===== config.mk =====
export PLATFORM = sky130hd
export DESIGN_NAME = eq_param_ctrl
export DESIGN_NICKNAME = d
export VERILOG_FILES = /design/src/rtl/eq_ctrl_pkg.sv /design/src/rtl/eq_write_port.sv /design/src/rtl/eq_param_ctrl.sv
export SDC_FILE = /design/constraint.sdc
export NUM_CORES = 1
export LEC_CHECK = 0
export ABC_AREA = 1
export ABC_CLOCK_PERIOD_IN_PS = 5900
export CORE_MARGIN = 5
export CORE_UTILIZATION = 55
export CTS_CLUSTER_DIAMETER = 150
export DETAILED_ROUTE_END_ITERATION = 10
export GPL_TIMING_DRIVEN = 1
export PLACE_DENSITY = 0.77
export SLEW_MARGIN = 5
export SYNTH_ARGS = -nofsm -noshare
export SYNTH_HDL_FRONTEND = slang
export SYNTH_SLANG_ARGS = --single-unit

===== constraint.sdc =====
create_clock -name i_clk -period 5.9 [get_ports i_clk]
set_input_delay 1.18 -clock i_clk [delete_from_list [all_inputs] [get_ports i_clk]]
set_output_delay 1.18 -clock i_clk [all_outputs]
set_load 0.02 [all_outputs]

===== src/rtl/eq_ctrl_pkg.sv =====
// Shared types and helpers for the EQ user-control slice.
// State/menu encodings and the signed saturating gain step used by eq_param_ctrl.
package eq_ctrl_pkg;

  localparam int STATE_W = 3;
  localparam int MENU_W  = 2;

  typedef enum logic [STATE_W-1:0] {
    S_INIT        = 3'd0,
    S_IDLE        = 3'd1,
    S_MENU        = 3'd2,
    S_BAND_SEL    = 3'd3,
    S_SET_GAIN    = 3'd4,
    S_SET_OFFSET  = 3'd5,
    S_WRITE       = 3'd6,
    S_RESET_SWEEP = 3'd7
  } state_t;

  typedef enum logic [MENU_W-1:0] {
    M_EQ     = 2'd0,
    M_OFFSET = 2'd1,
    M_RESET  = 2'd2
  } menu_t;

  // One gain step towards up/down, holding at the inclusive signed limits.
  function automatic int gain_step(input int gain, input logic up,
                                   input int gmin, input int gmax);
    if (up) begin
      return (gain < gmax) ? gain + 1 : gain;
    end
    return (gain > gmin) ? gain - 1 : gain;
  endfunction

endpackage


===== src/rtl/eq_write_port.sv =====
// Gain write port towards the DSP: latches band/gain on a load strobe and
// holds them stable under o_valid until the DSP takes them with i_ready.
// o_done is high in the cycle the transfer happens.
module eq_write_port #(
  parameter int BAND_W = 3,
  parameter int GAIN_W = 16
) (
  input  logic                     i_clk,
  input  logic                     i_rst,
  input  logic                     i_load,
  input  logic [BAND_W-1:0]        i_band,
  input  logic signed [GAIN_W-1:0] i_gain,
  input  logic                     i_ready,
  output logic                     o_valid,
  output logic [BAND_W-1:0]        o_band,
  output logic signed [GAIN_W-1:0] o_gain,
  output logic                     o_done
);

  logic                     valid_q, valid_d;
  logic [BAND_W-1:0]        band_q, band_d;
  logic signed [GAIN_W-1:0] gain_q, gain_d;

  // Next holding-register contents: clear on transfer, capture on load when idle.
  always_comb begin
    valid_d = valid_q;
    band_d  = band_q;
    gain_d  = gain_q;
    if (valid_q) begin
      if (i_ready) begin
        valid_d = 1'b0;
      end
    end else if (i_load) begin
      valid_d = 1'b1;
      band_d  = i_band;
      gain_d  = i_gain;
    end
  end

  // Holding register; reset drops any pending request immediately.
  always_ff @(posedge i_clk or posedge i_rst) begin
    if (i_rst) begin
      valid_q <= 1'b0;
      band_q  <= '0;
      gain_q  <= '0;
    end else begin
      valid_q <= valid_d;
      band_q  <= band_d;
      gain_q  <= gain_d;
    end
  end

  assign o_valid = valid_q;
  assign o_band  = band_q;
  assign o_gain  = gain_q;
  assign o_done  = valid_q & i_ready;

endmodule


===== src/rtl/eq_param_ctrl.sv =====
// Button-driven control FSM for the N-band audio EQ: menu, per-band gain edit
// with cancel, offset edit, and a sequenced reset sweep. Gain updates reach
// the DSP through eq_write_port.
// Optional build macro EQ_LIVE_UPDATE_EN: each gain step (and a cancel) is
// also written to the DSP immediately; without it, writes happen only on
// commit and during the reset sweep.
module eq_param_ctrl
  import eq_ctrl_pkg::*;
#(
  parameter int N_BAND     = 7,
  parameter int GAIN_W     = 16,
  parameter int GAIN_MAX   = 12,
  parameter int GAIN_MIN   = -12,
  parameter int OFFSET_MAX = 3,
  parameter int OFFSET_W   = 3,
  localparam int BAND_W    = $clog2(N_BAND)
) (
  input  logic                     i_clk,
  input  logic                     i_rst,
  input  logic                     i_select,
  input  logic                     i_back,
  input  logic                     i_up,
  input  logic                     i_down,
  input  logic                     i_init_done,
  output logic                     o_i2c_start,
  output logic [2:0]               o_state,
  output logic [1:0]               o_menu,
  output logic [BAND_W-1:0]        o_band,
  output logic signed [GAIN_W-1:0] o_gain,
  output logic [OFFSET_W-1:0]      o_offset,
  output logic                     o_wr_valid,
  output logic [BAND_W-1:0]        o_wr_band,
  output logic signed [GAIN_W-1:0] o_wr_gain,
  input  logic                     i_wr_ready,
  output logic                     o_dsp_reset
);

  localparam int SWEEP_W = $clog2(N_BAND + 1);

  state_t                   state_q, state_d;
  state_t                   ret_q, ret_d;
  menu_t                    menu_q, menu_d;
  logic [BAND_W-1:0]        band_q, band_d;
  logic [OFFSET_W-1:0]      offset_q, offset_d;
  logic signed [GAIN_W-1:0] backup_q, backup_d;
  logic [SWEEP_W-1:0]       sweep_q, sweep_d;
  logic                     dsp_reset_q, dsp_reset_d;
  logic signed [GAIN_W-1:0] gain_q [N_BAND];
  logic signed [GAIN_W-1:0] gain_d [N_BAND];

  logic signed [GAIN_W-1:0] cur_gain;
  logic signed [GAIN_W-1:0] step_gain;
  logic [BAND_W-1:0]        sweep_idx;
  logic                     wr_load;
  logic [BAND_W-1:0]        wr_band_in;
  logic signed [GAIN_W-1:0] wr_gain_in;
  logic                     wr_done;

  assign cur_gain  = gain_q[band_q];
  assign step_gain = GAIN_W'(gain_step(int'(cur_gain), i_up, GAIN_MIN, GAIN_MAX));
  assign sweep_idx = BAND_W'(sweep_q);

  // Next-state and register updates; buttons resolved back > select > up > down.
  always_comb begin
    state_d     = state_q;
    ret_d       = ret_q;
    menu_d      = menu_q;
    band_d      = band_q;
    offset_d    = offset_q;
    backup_d    = backup_q;
    sweep_d     = sweep_q;
    gain_d      = gain_q;
    dsp_reset_d = 1'b0;
    wr_load     = 1'b0;
    wr_band_in  = band_q;
    wr_gain_in  = cur_gain;

    case (state_q)
      S_INIT: begin
        if (i_init_done) state_d = S_IDLE;
      end

      S_IDLE: begin
        if (!i_back && i_select) begin
          state_d = S_MENU;
          menu_d  = M_EQ;
        end
      end

      S_MENU: begin
        if (i_back) begin
          state_d = S_IDLE;
        end else if (i_select) begin
          case (menu_q)
            M_EQ: begin
              state_d = S_BAND_SEL;
              band_d  = '0;
            end
            M_OFFSET: state_d = S_SET_OFFSET;
            default: begin
              state_d = S_RESET_SWEEP;
              sweep_d = '0;
            end
          endcase
        end else if (i_up) begin
          if (menu_q != M_RESET) menu_d = menu_t'(menu_q + 2'd1);
        end else if (i_down) begin
          if (menu_q != M_EQ) menu_d = menu_t'(menu_q - 2'd1);
        end
      end

      S_BAND_SEL: begin
        if (i_back) begin
          state_d = S_MENU;
        end else if (i_select) begin
          state_d  = S_SET_GAIN;
          backup_d = cur_gain;
        end else if (i_up) begin
          if (band_q != BAND_W'(N_BAND - 1)) band_d = band_q + BAND_W'(1);
        end else if (i_down) begin
          if (band_q != '0) band_d = band_q - BAND_W'(1);
        end
      end

      S_SET_GAIN: begin
        if (i_back) begin
          // Cancel: restore the value captured on entry.
          gain_d[band_q] = backup_q;
          state_d        = S_BAND_SEL;
`ifdef EQ_LIVE_UPDATE_EN
          wr_load    = 1'b1;
          wr_gain_in = backup_q;
          ret_d      = S_BAND_SEL;
          state_d    = S_WRITE;
`endif
        end else if (i_select) begin
          wr_load = 1'b1;
          ret_d   = S_BAND_SEL;
          state_d = S_WRITE;
        end else if (i_up || i_down) begin
          gain_d[band_q] = step_gain;
`ifdef EQ_LIVE_UPDATE_EN
          if (step_gain != cur_gain) begin
            wr_load    = 1'b1;
            wr_gain_in = step_gain;
            ret_d      = S_SET_GAIN;
            state_d    = S_WRITE;
          end
`endif
        end
      end

      S_SET_OFFSET: begin
        if (i_back || i_select) begin
          state_d = S_MENU;
        end else if (i_up) begin
          if (offset_q != '0) offset_d = offset_q - OFFSET_W'(1);
        end else if (i_down) begin
          if (offset_q < OFFSET_W'(OFFSET_MAX)) offset_d = offset_q + OFFSET_W'(1);
        end
      end

      S_WRITE: begin
        // Buttons are deliberately ignored until the DSP takes the write.
        if (wr_done) state_d = ret_q;
      end

      S_RESET_SWEEP: begin
        if (sweep_q == SWEEP_W'(N_BAND)) begin
          dsp_reset_d = 1'b1;
          offset_d    = '0;
          state_d     = S_MENU;
        end else begin
          gain_d[sweep_idx] = '0;
          wr_load           = 1'b1;
          wr_band_in        = sweep_idx;
          wr_gain_in        = '0;
          sweep_d           = sweep_q + SWEEP_W'(1);
          ret_d             = S_RESET_SWEEP;
          state_d           = S_WRITE;
        end
      end

      default: state_d = S_INIT;
    endcase
  end

  // Control and gain registers; reset aborts any edit, write or sweep.
  always_ff @(posedge i_clk or posedge i_rst) begin
    if (i_rst) begin
      state_q     <= S_INIT;
      ret_q       <= S_BAND_SEL;
      menu_q      <= M_EQ;
      band_q      <= '0;
      offset_q    <= '0;
      backup_q    <= '0;
      sweep_q     <= '0;
      dsp_reset_q <= 1'b0;
      gain_q      <= '{default: '0};
    end else begin
      state_q     <= state_d;
      ret_q       <= ret_d;
      menu_q      <= menu_d;
      band_q      <= band_d;
      offset_q    <= offset_d;
      backup_q    <= backup_d;
      sweep_q     <= sweep_d;
      dsp_reset_q <= dsp_reset_d;
      gain_q      <= gain_d;
    end
  end

  eq_write_port #(
    .BAND_W (BAND_W),
    .GAIN_W (GAIN_W)
  ) u_wr (
    .i_clk   (i_clk),
    .i_rst   (i_rst),
    .i_load  (wr_load),
    .i_band  (wr_band_in),
    .i_gain  (wr_gain_in),
    .i_ready (i_wr_ready),
    .o_valid (o_wr_valid),
    .o_band  (o_wr_band),
    .o_gain  (o_wr_gain),
    .o_done  (wr_done)
  );

  assign o_i2c_start = (state_q == S_INIT);
  assign o_state     = state_q;
  assign o_menu      = menu_q;
  assign o_band      = band_q;
  assign o_gain      = cur_gain;
  assign o_offset    = offset_q;
  assign o_dsp_reset = dsp_reset_q;

endmodule


# Word level (Yosys, flattened, before mapping)
# Cells that the tools add are included.
# word_totals
register_bits	166
in_bits	8
output_inout_bits	49
wordCells	187
# classes
addsub	9
n_lt_le_gt_ge	7
eq_ne	41
n_mux	79
bitwise_logic	7
n_reduce_logical	26
# ops
cell	count
two-way mux 112 bit	4
bitwise mux 112 bit	2
case mux 112 bit (2 select lines)	1
two-way mux 16 bit	10
AND 112 bit	1
inverter 112 bit	1
two-way mux 3 bit	35
demux 16 bit (select 3 bit)	2
binary-select mux 16 bit (select 3 bit)	1
inequality test 3 bit (second input constant)	15
inequality test 2 bit (second input constant)	15
case mux 3 bit (2 select lines)	5
case mux 3 bit (8 select lines)	1
adder 16 x 2 -> 16 bit (second input constant)	1
greater-than comparator 16 x 5 -> 1 bit (second input constant)	1
less-than comparator 16 x 5 -> 1 bit (second input constant)	1
subtractor 16 x 2 -> 16 bit (second input constant)	1
equality test 3 bit (second input constant)	5
two-way mux 2 bit	7
AND reduction 7 bit	2
nonzero test 2 bit	6
adder 3 x 1 -> 3 bit (second input constant)	3
two-way mux 1 bit	9
AND reduction 9 bit	1
27 further kinds	39

# Logic depth before layout (Yosys ltp)
# Gate-level depths: netlist (run 1).
# depth
word_depth	13
ltp_mapped	22
mapped_depth_nobuf	20

# Modules after synthesis
# Synthesis (run 1) repeated with hierarchy kept, for this count alone.
# unflattened
hier_cells	1530
area_unflattened_um2	10316.1
# modules_own_cells
mod	n_inst	cells_each	area_per_inst_um2	seq_area_each_um2
eq_param_ctrl	1	1441	9487.8	3603.5
eq_write_port	1	89	828.3	500.5

# Worst setup path after synthesis (run 1)
# No wires, ideal clock.
# synth_path
path_kind	reg-to-output
from	register band_q[1] (netlist: o_band[1])
to	output port o_gain[0]
t_arrival_ns	1.660
t_required_ns	4.720
setup_slack_ns	3.060
path_stages_with_launch	11
path_buffers	1
cell_sequence	dfrtp_1 buf_2 nor2_1 nand2_2 inv_2 nand2_1 nand2_1 clkinv_1 nand2_1 nor3_4 inv_1
# synth_via
elab_chain_len	4
# synth_rtl
element	line_no	text
start, declared	eq_param_ctrl.sv:43	logic [BAND_W-1:0] band_q, band_d;
start signal, assigned	eq_param_ctrl.sv:204	band_q <= band_d;
inverter 3 -> 4 bit (implied by the code)	eq_param_ctrl.sv:59	assign cur_gain = gain_q[band_q];
binary-select mux 16 bit (select 3 bit)	eq_param_ctrl.sv:59	
two-way mux 16 bit (implied by the code) (2 in series)	eq_param_ctrl.sv:59	
end, declared	eq_param_ctrl.sv:29	output logic signed [GAIN_W-1:0] o_gain,
# Every way passes these cells. The select of a mux whose other input is x is not followed.

# Worst setup path in the final report (run 1)
# layout_path
from	register band_q[0] (netlist: o_band[0])
to	output port o_gain[0]
# The elaborated chain is that of the path after synthesis.

==> results of run 1 <==
flip-flops by register name, indices dropped and copies added, names as in the netlist, 2 cells and up:
signal	flops
u_wr.o_gain	16
gain_q	112
backup_q	16
o_offset	3
o_menu	2
sweep_idx	3
o_state	3
o_band	3
u_wr.o_band	3
synth_stat cells, types with 3 or more instances:
library cell	n
clkbuf_1	34
a21boi_1	4
buf_2	16
nand2_1	687
inv_2	41
nand3_2	16
nand2_4	3
o21ai_0	57
nor3_1	107
or2_2	3
buf_4	4
o22ai_1	4
nand3_1	34
nor2_1	52
nand2_2	13
nand4_1	23
o21ai_1	19
a21oi_1	24
inv_1	70
nor2_4	5
ha_1	8
dfrtp_1	164
a31oi_1	7
nor2_2	4
o211ai_1	3
power by group through the flow:
stage          combinational [mW]  clock (mW)  sequential [mW]
5_1_grt                      3.47        1.25             1.70
4_1_cts                      3.12        1.19             1.65
2_1_floorplan                2.01           0             1.70
3_3_place_gp                 3.07           0             1.66
6_report                     3.21        1.19             1.66
3_5_place_dp                 3.10           0             1.67
worst paths after layout:
| path | start | end | slack, ps | depth (start not counted) |
|---|---|---|---|---|
| worst min register to register | gain_q[91]$_DFFE_PP0P_ | gain_q[91]$_DFFE_PP0P_ | 480 | 2 |
| max in group asynchronous | i_rst | backup_q[3]$_DFFE_PP0P_ | 3520 | 3 |
| min in group asynchronous | i_rst | gain_q[79]$_DFFE_PP0P_ | 1310 | 2 |
| worst min-delay path | gain_q[91]$_DFFE_PP0P_ | gain_q[91]$_DFFE_PP0P_ | 480 | 2 |
| worst max register to register | o_band[0]$_DFFE_PP0P_ | gain_q[6]$_DFFE_PP0P_ | 1740 | 15 |
| worst max-delay path | o_band[0]$_DFFE_PP0P_ | o_gain[0] | 1050 | 7 |
cell type report:
class	instances	area, um^2
Fill cell	1545	6360
Multi-Input combinational cell	1097	4950
Sequential cell	164	4110
Timing Repair Buffer	62	606
Clock buffer	21	470
Inverter	114	435
Tap cell	225	282
Clock inverter	11	148
routing by layer:
layer  track usage (%)  share of wire (%)  vias up  routed length (um)
met5                 0                  0        -                   0
met4              13.5                4.0        0                1290
met3              8.91                 12      108                3700
met2              48.8                 44      635               14200
met1              44.5                 40     4533               12900
li1                  -                  -     4602                   -
worst max-delay path, stage by stage, from the launching register on:
cell	delay, ps
dfrtp_2	750
buf_4	420
nor2_1	120
nand2_1	590
o21ai_1	200
nor3_4	420
inv_1	150
clkdlybuf4s50_1	570
metrics by stage:
step	std cells	total power [mW]	cell area (um^2)	util (%)	hold WS (ps)
floorplan	1431	3.70	9740	-	442
global placement	1662	4.73	10400	59.8	458
detailed placement	1662	4.77	10400	59.8	465
CTS	1694	5.97	11000	63.4	483
global route	1694	6.41	11000	63.4	502
finish	1694	6.06	11000	63.4	480
logic make-up after synthesis:
group	count (synthesis)	synth area share (%)
xor gates and xnor gates	3	0.270
adders and majority gates	10	1.44
DFF	164	42.2
buffers and inverters	170	7.02
and+or+nand+nor	954	41.7
AOI/OAI and AO/OA	130	7.39
==> results.cfg, run 1 <==
[run_status]
status = completed

[cts]
cts_resized = 0
numCtsBuffers = 17
cts.path.max_buffers = 2
tritoncts = done
clkTransAtPathRegs_ps = 70
clock_latency_ps = 440
cts.sinks = 164
cts_hold_buf = 0
h-tree-depth = 4
postCtsSetupBuffers = 0
root_buffer = clkbuf_16

[yosys]
synth_nets = 1449
synth_edf_count = 0
synth_ff_type = dfrtp_1
yosys_warnings = 0
synthCells = 1431
synthTopCellsByArea = dfrtp_1, nand2_1, nor3_1
syn_area_um2 = 9740
synth_area_per_cell_um2 = 6.80
yosysTopAreaCell = dfrtp_1
async_reset_ff_share_pct = 100
synth_seq_area_share_pct = 42.2
ys_types = 47
synth-seq-cells = 164
netlist.area_leader.share_pct = 42.2

[detailed_routing]
drt-initial-drc-count = 1123
first_pass_iters = 6
drt-wirelength-per-cell_um = 19.0
viasPerCell = 5.83
antenna_left = 0
postRouteWirelength_mm = 32.1
drc = 0
dr_total_vias = 9878

[timing]
slew_headroom_pct = 21.8
timing.final.ws_setup_ps = 1050
period_minus_slack_ps = 4850
clock_skew_ps = 11.1
finalCritPeriodShare_pct = 82.3
slew_violations = 0
rsz0062_at_grt = no
setup_viol = 0
timing.fmax_ghz = 0.206
setup_tns_ps = 0
finalHoldViolations = 0
worst_slew_pin_slew_ps = 1140

[cells_and_area]
nets = 1474
layout_common_cells = nand2_1, dfrtp_1, nor3_1
final_common_cell = nand2_1
layout-drive-gt1-share_pct = 8.99
diodes = 0
area_growth_pct = 13.0

[flow_run]
cap_violations = 0

[global_route]
grtUsageTotal_pct = 32.5
grt_pass1_wl_mm = 51.9
antenna_found_initial = 0
grt_pass1_vias = 9470
grt.overflow.total = 0
grt_max_degree = 101

[pwr]
power_frac_clock_pct = 19.7
p_int_mw = 3.04
p_leak_nw = 5.62
power_switching_mw = 3.02
p_sw_share_pct = 49.9
combinationalPowerShare_pct = 52.9
irDropWorstVdd_uv = 448
pwr-share-seq_pct = 27.4
power_density_nw_per_um2 = 551

[place]
io_buffer_count = 56
dp_hpwl_mm = 20.6
place.gp.congestion = 0.932
pre_cts_slack_ps = 1580

[worst_setup_path]
worstSetupPathType = register to primary output
critPathMaxFanout = 28
cp-end-kind = primary output
startpoint_type = register
crit_required_ps = 4720
arrival_ps = 3670

[floorplanning]
design.portCount = 57
start_util_pct = 56.1
coreArea_um2 = 17400
fp.dieW_um = 143
rows = 48
die_y_um = 143
die-area_um2 = 20500

[worst_hold_path]
hp-class = register to register
Power figures use the tool's default switching activity.
==> run 2: changes to the inputs <==
--- a/config.mk
+++ b/config.mk
@@ -6,13 +6,13 @@
 export NUM_CORES = 1
 export LEC_CHECK = 0
 export ABC_AREA = 1
-export ABC_CLOCK_PERIOD_IN_PS = 5900
+export ABC_CLOCK_PERIOD_IN_PS = 4690
 export CORE_MARGIN = 5
-export CORE_UTILIZATION = 55
+export CORE_UTILIZATION = 61
 export CTS_CLUSTER_DIAMETER = 150
 export DETAILED_ROUTE_END_ITERATION = 10
 export GPL_TIMING_DRIVEN = 1
-export PLACE_DENSITY = 0.77
+export PLACE_DENSITY = 0.81
 export SLEW_MARGIN = 5
 export SYNTH_ARGS = -nofsm -noshare
 export SYNTH_HDL_FRONTEND = slang
==> constraint.sdc (replaced) <==
create_clock -name i_clk -period 4.69 [get_ports i_clk]
set_input_delay 0.938 -clock i_clk [delete_from_list [all_inputs] [get_ports i_clk]]
set_output_delay 0.938 -clock i_clk [all_outputs]
set_load 0.02 [all_outputs]
==> results.cfg, run 2 (synthesis gave the netlist of run 1 again) <==
[global_route]
grt_pass1_wl_mm = 49.6
antenna_found_initial = 0
grt_pass1_vias = 9417
grtUsageTotal_pct = 34.2
grt.overflow.total = 0
grt_max_degree = 113

[floorplanning]
rows = 46
fp.dieW_um = 136
die-area_um2 = 18600
design.portCount = 57
start_util_pct = 61.7
coreArea_um2 = 15800
die_y_um = 136

[worst_setup_path]
r2r_cells = 17
startpoint_type = register
arrival_ps = 3220
worstSetupPathType = register to primary output
crit_required_ps = 3750
cp-end-kind = primary output
r2r_setup_slack_ps = 900
r2r-end = gain_q[62]$_DFFE_PP0P_
critPathMaxFanout = 33
reg2reg_from = o_band[0]$_DFFE_PP0P_

[timing]
timing.fmax_ghz = 0.240
rsz0062_at_grt = no
period_minus_slack_ps = 4160
setup_tns_ps = 0
worst_slew_pin_slew_ps = 1110
slew_violations = 0
clock_skew_ps = 11.1
finalHoldViolations = 0
finalCritPeriodShare_pct = 88.8
slew_headroom_pct = 23.8
setup_viol = 0

[cells_and_area]
layout_common_cells = nand2_1, dfrtp_1, nor3_1
final_common_cell = nand2_1
nets = 1483
diodes = 0
regMostFlops = gain_q
postLayoutCoreUtil_pct = 70.7
area_growth_pct = 14.5
nFillCells = 1353
layout-drive-gt1-share_pct = 9.54
largest_reg_flops = 112

[place]
dp_hpwl_mm = 20.4
place.gp.congestion = 0.942
io_buffer_count = 56

[detailed_routing]
drt-initial-drc-count = 1261
dr_total_vias = 9924
antenna_left = 0
drt-wirelength-per-cell_um = 18.0
viasPerCell = 5.86
first_pass_iters = 7
drc = 0
postRouteWirelength_mm = 30.4

[worst_hold_path]
hp-class = register to register
holdPathEnd = gain_q[51]$_DFFE_PP0P_
worstHoldStart = gain_q[51]$_DFFE_PP0P_
whs_path_depth = 2

[cts]
h-tree-depth = 4
cts.sinks = 164
numCtsBuffers = 17
cts_hold_buf = 0
cts_resized = 0
cts.path.max_buffers = 2
clkTransAtPathRegs_ps = 70
clock_latency_ps = 440
tritoncts = done
root_buffer = clkbuf_16
postCtsSetupBuffers = 0

[pwr]
irDropWorstVdd_uv = 555
power_density_nw_per_um2 = 703
p_leak_nw = 5.70

[flow_run]
cap_violations = 0

[run_status]
status = completed
run 2: area by class of cell:
class / instances / area [um^2] / area share (%)
tap: 216 / 270 / 2.42
clock buffer: 19 / 453 / 4.06
inverter: 114 / 434 / 3.89
multi-input combinational: 1097 / 4950 / 44.4
timing repair buffer: 71 / 686 / 6.15
sequential: 164 / 4110 / 36.8
clock inverter: 13 / 253 / 2.27
run 2: layer usage:
layer | GRT usage [%] | share of wire, %
met1 | 47.5 | 42
met4 | 12.1 | 3.0
met5 | 0 | 0
met2 | 53.0 | 45
met3 | 7.74 | 10
run 2: power breakdown:
part	internal, mW	switching (mW)	total [mW]
Sequential	1.80	0.306	2.11
Clock	1.08	0.599	1.68
Combinational	1.17	2.87	4.04
run 2: how the worst max path moves through the flow:
stage / startpoint / to / depth (start not counted)
after global placement: o_band[0]$_DFFE_PP0P_ / o_gain[11] / 9
after detailed placement: o_band[0]$_DFFE_PP0P_ / o_gain[0] / 7
after CTS: o_band[0]$_DFFE_PP0P_ / o_gain[0] / 7
after floorplan: i_rst / backup_q[0]$_DFFE_PP0P_ / 1
final: o_band[0]$_DFFE_PP0P_ / o_gain[8] / 9
after global routing: o_band[0]$_DFFE_PP0P_ / o_gain[0] / 7
run 2: metrics by stage:
step | hold slack [ps] | area (um^2) | setup slack, ps | instances | power [mW]
final | 481 | 11100 | 527 | 1694 | 7.83
after global routing | 494 | 11100 | 353 | 1694 | 8.27
after CTS | 482 | 11100 | 640 | 1694 | 7.70
after detailed placement | 465 | 10400 | 1130 | 1662 | 6.00
after global placement | 456 | 10400 | 1160 | 1662 | 5.94
after floorplan | 442 | 9740 | 1670 | 1431 | 4.66
run 2: worst max-delay path, stage by stage (launching register included):
cell	delay, ps
dfrtp_2	640
inv_4	330
buf_4	430
nand2_1	90
nand2_1	90
nand2_1	80
nand2_1	120
nand2_1	60
nand2_1	240
clkdlybuf4s50_1	690
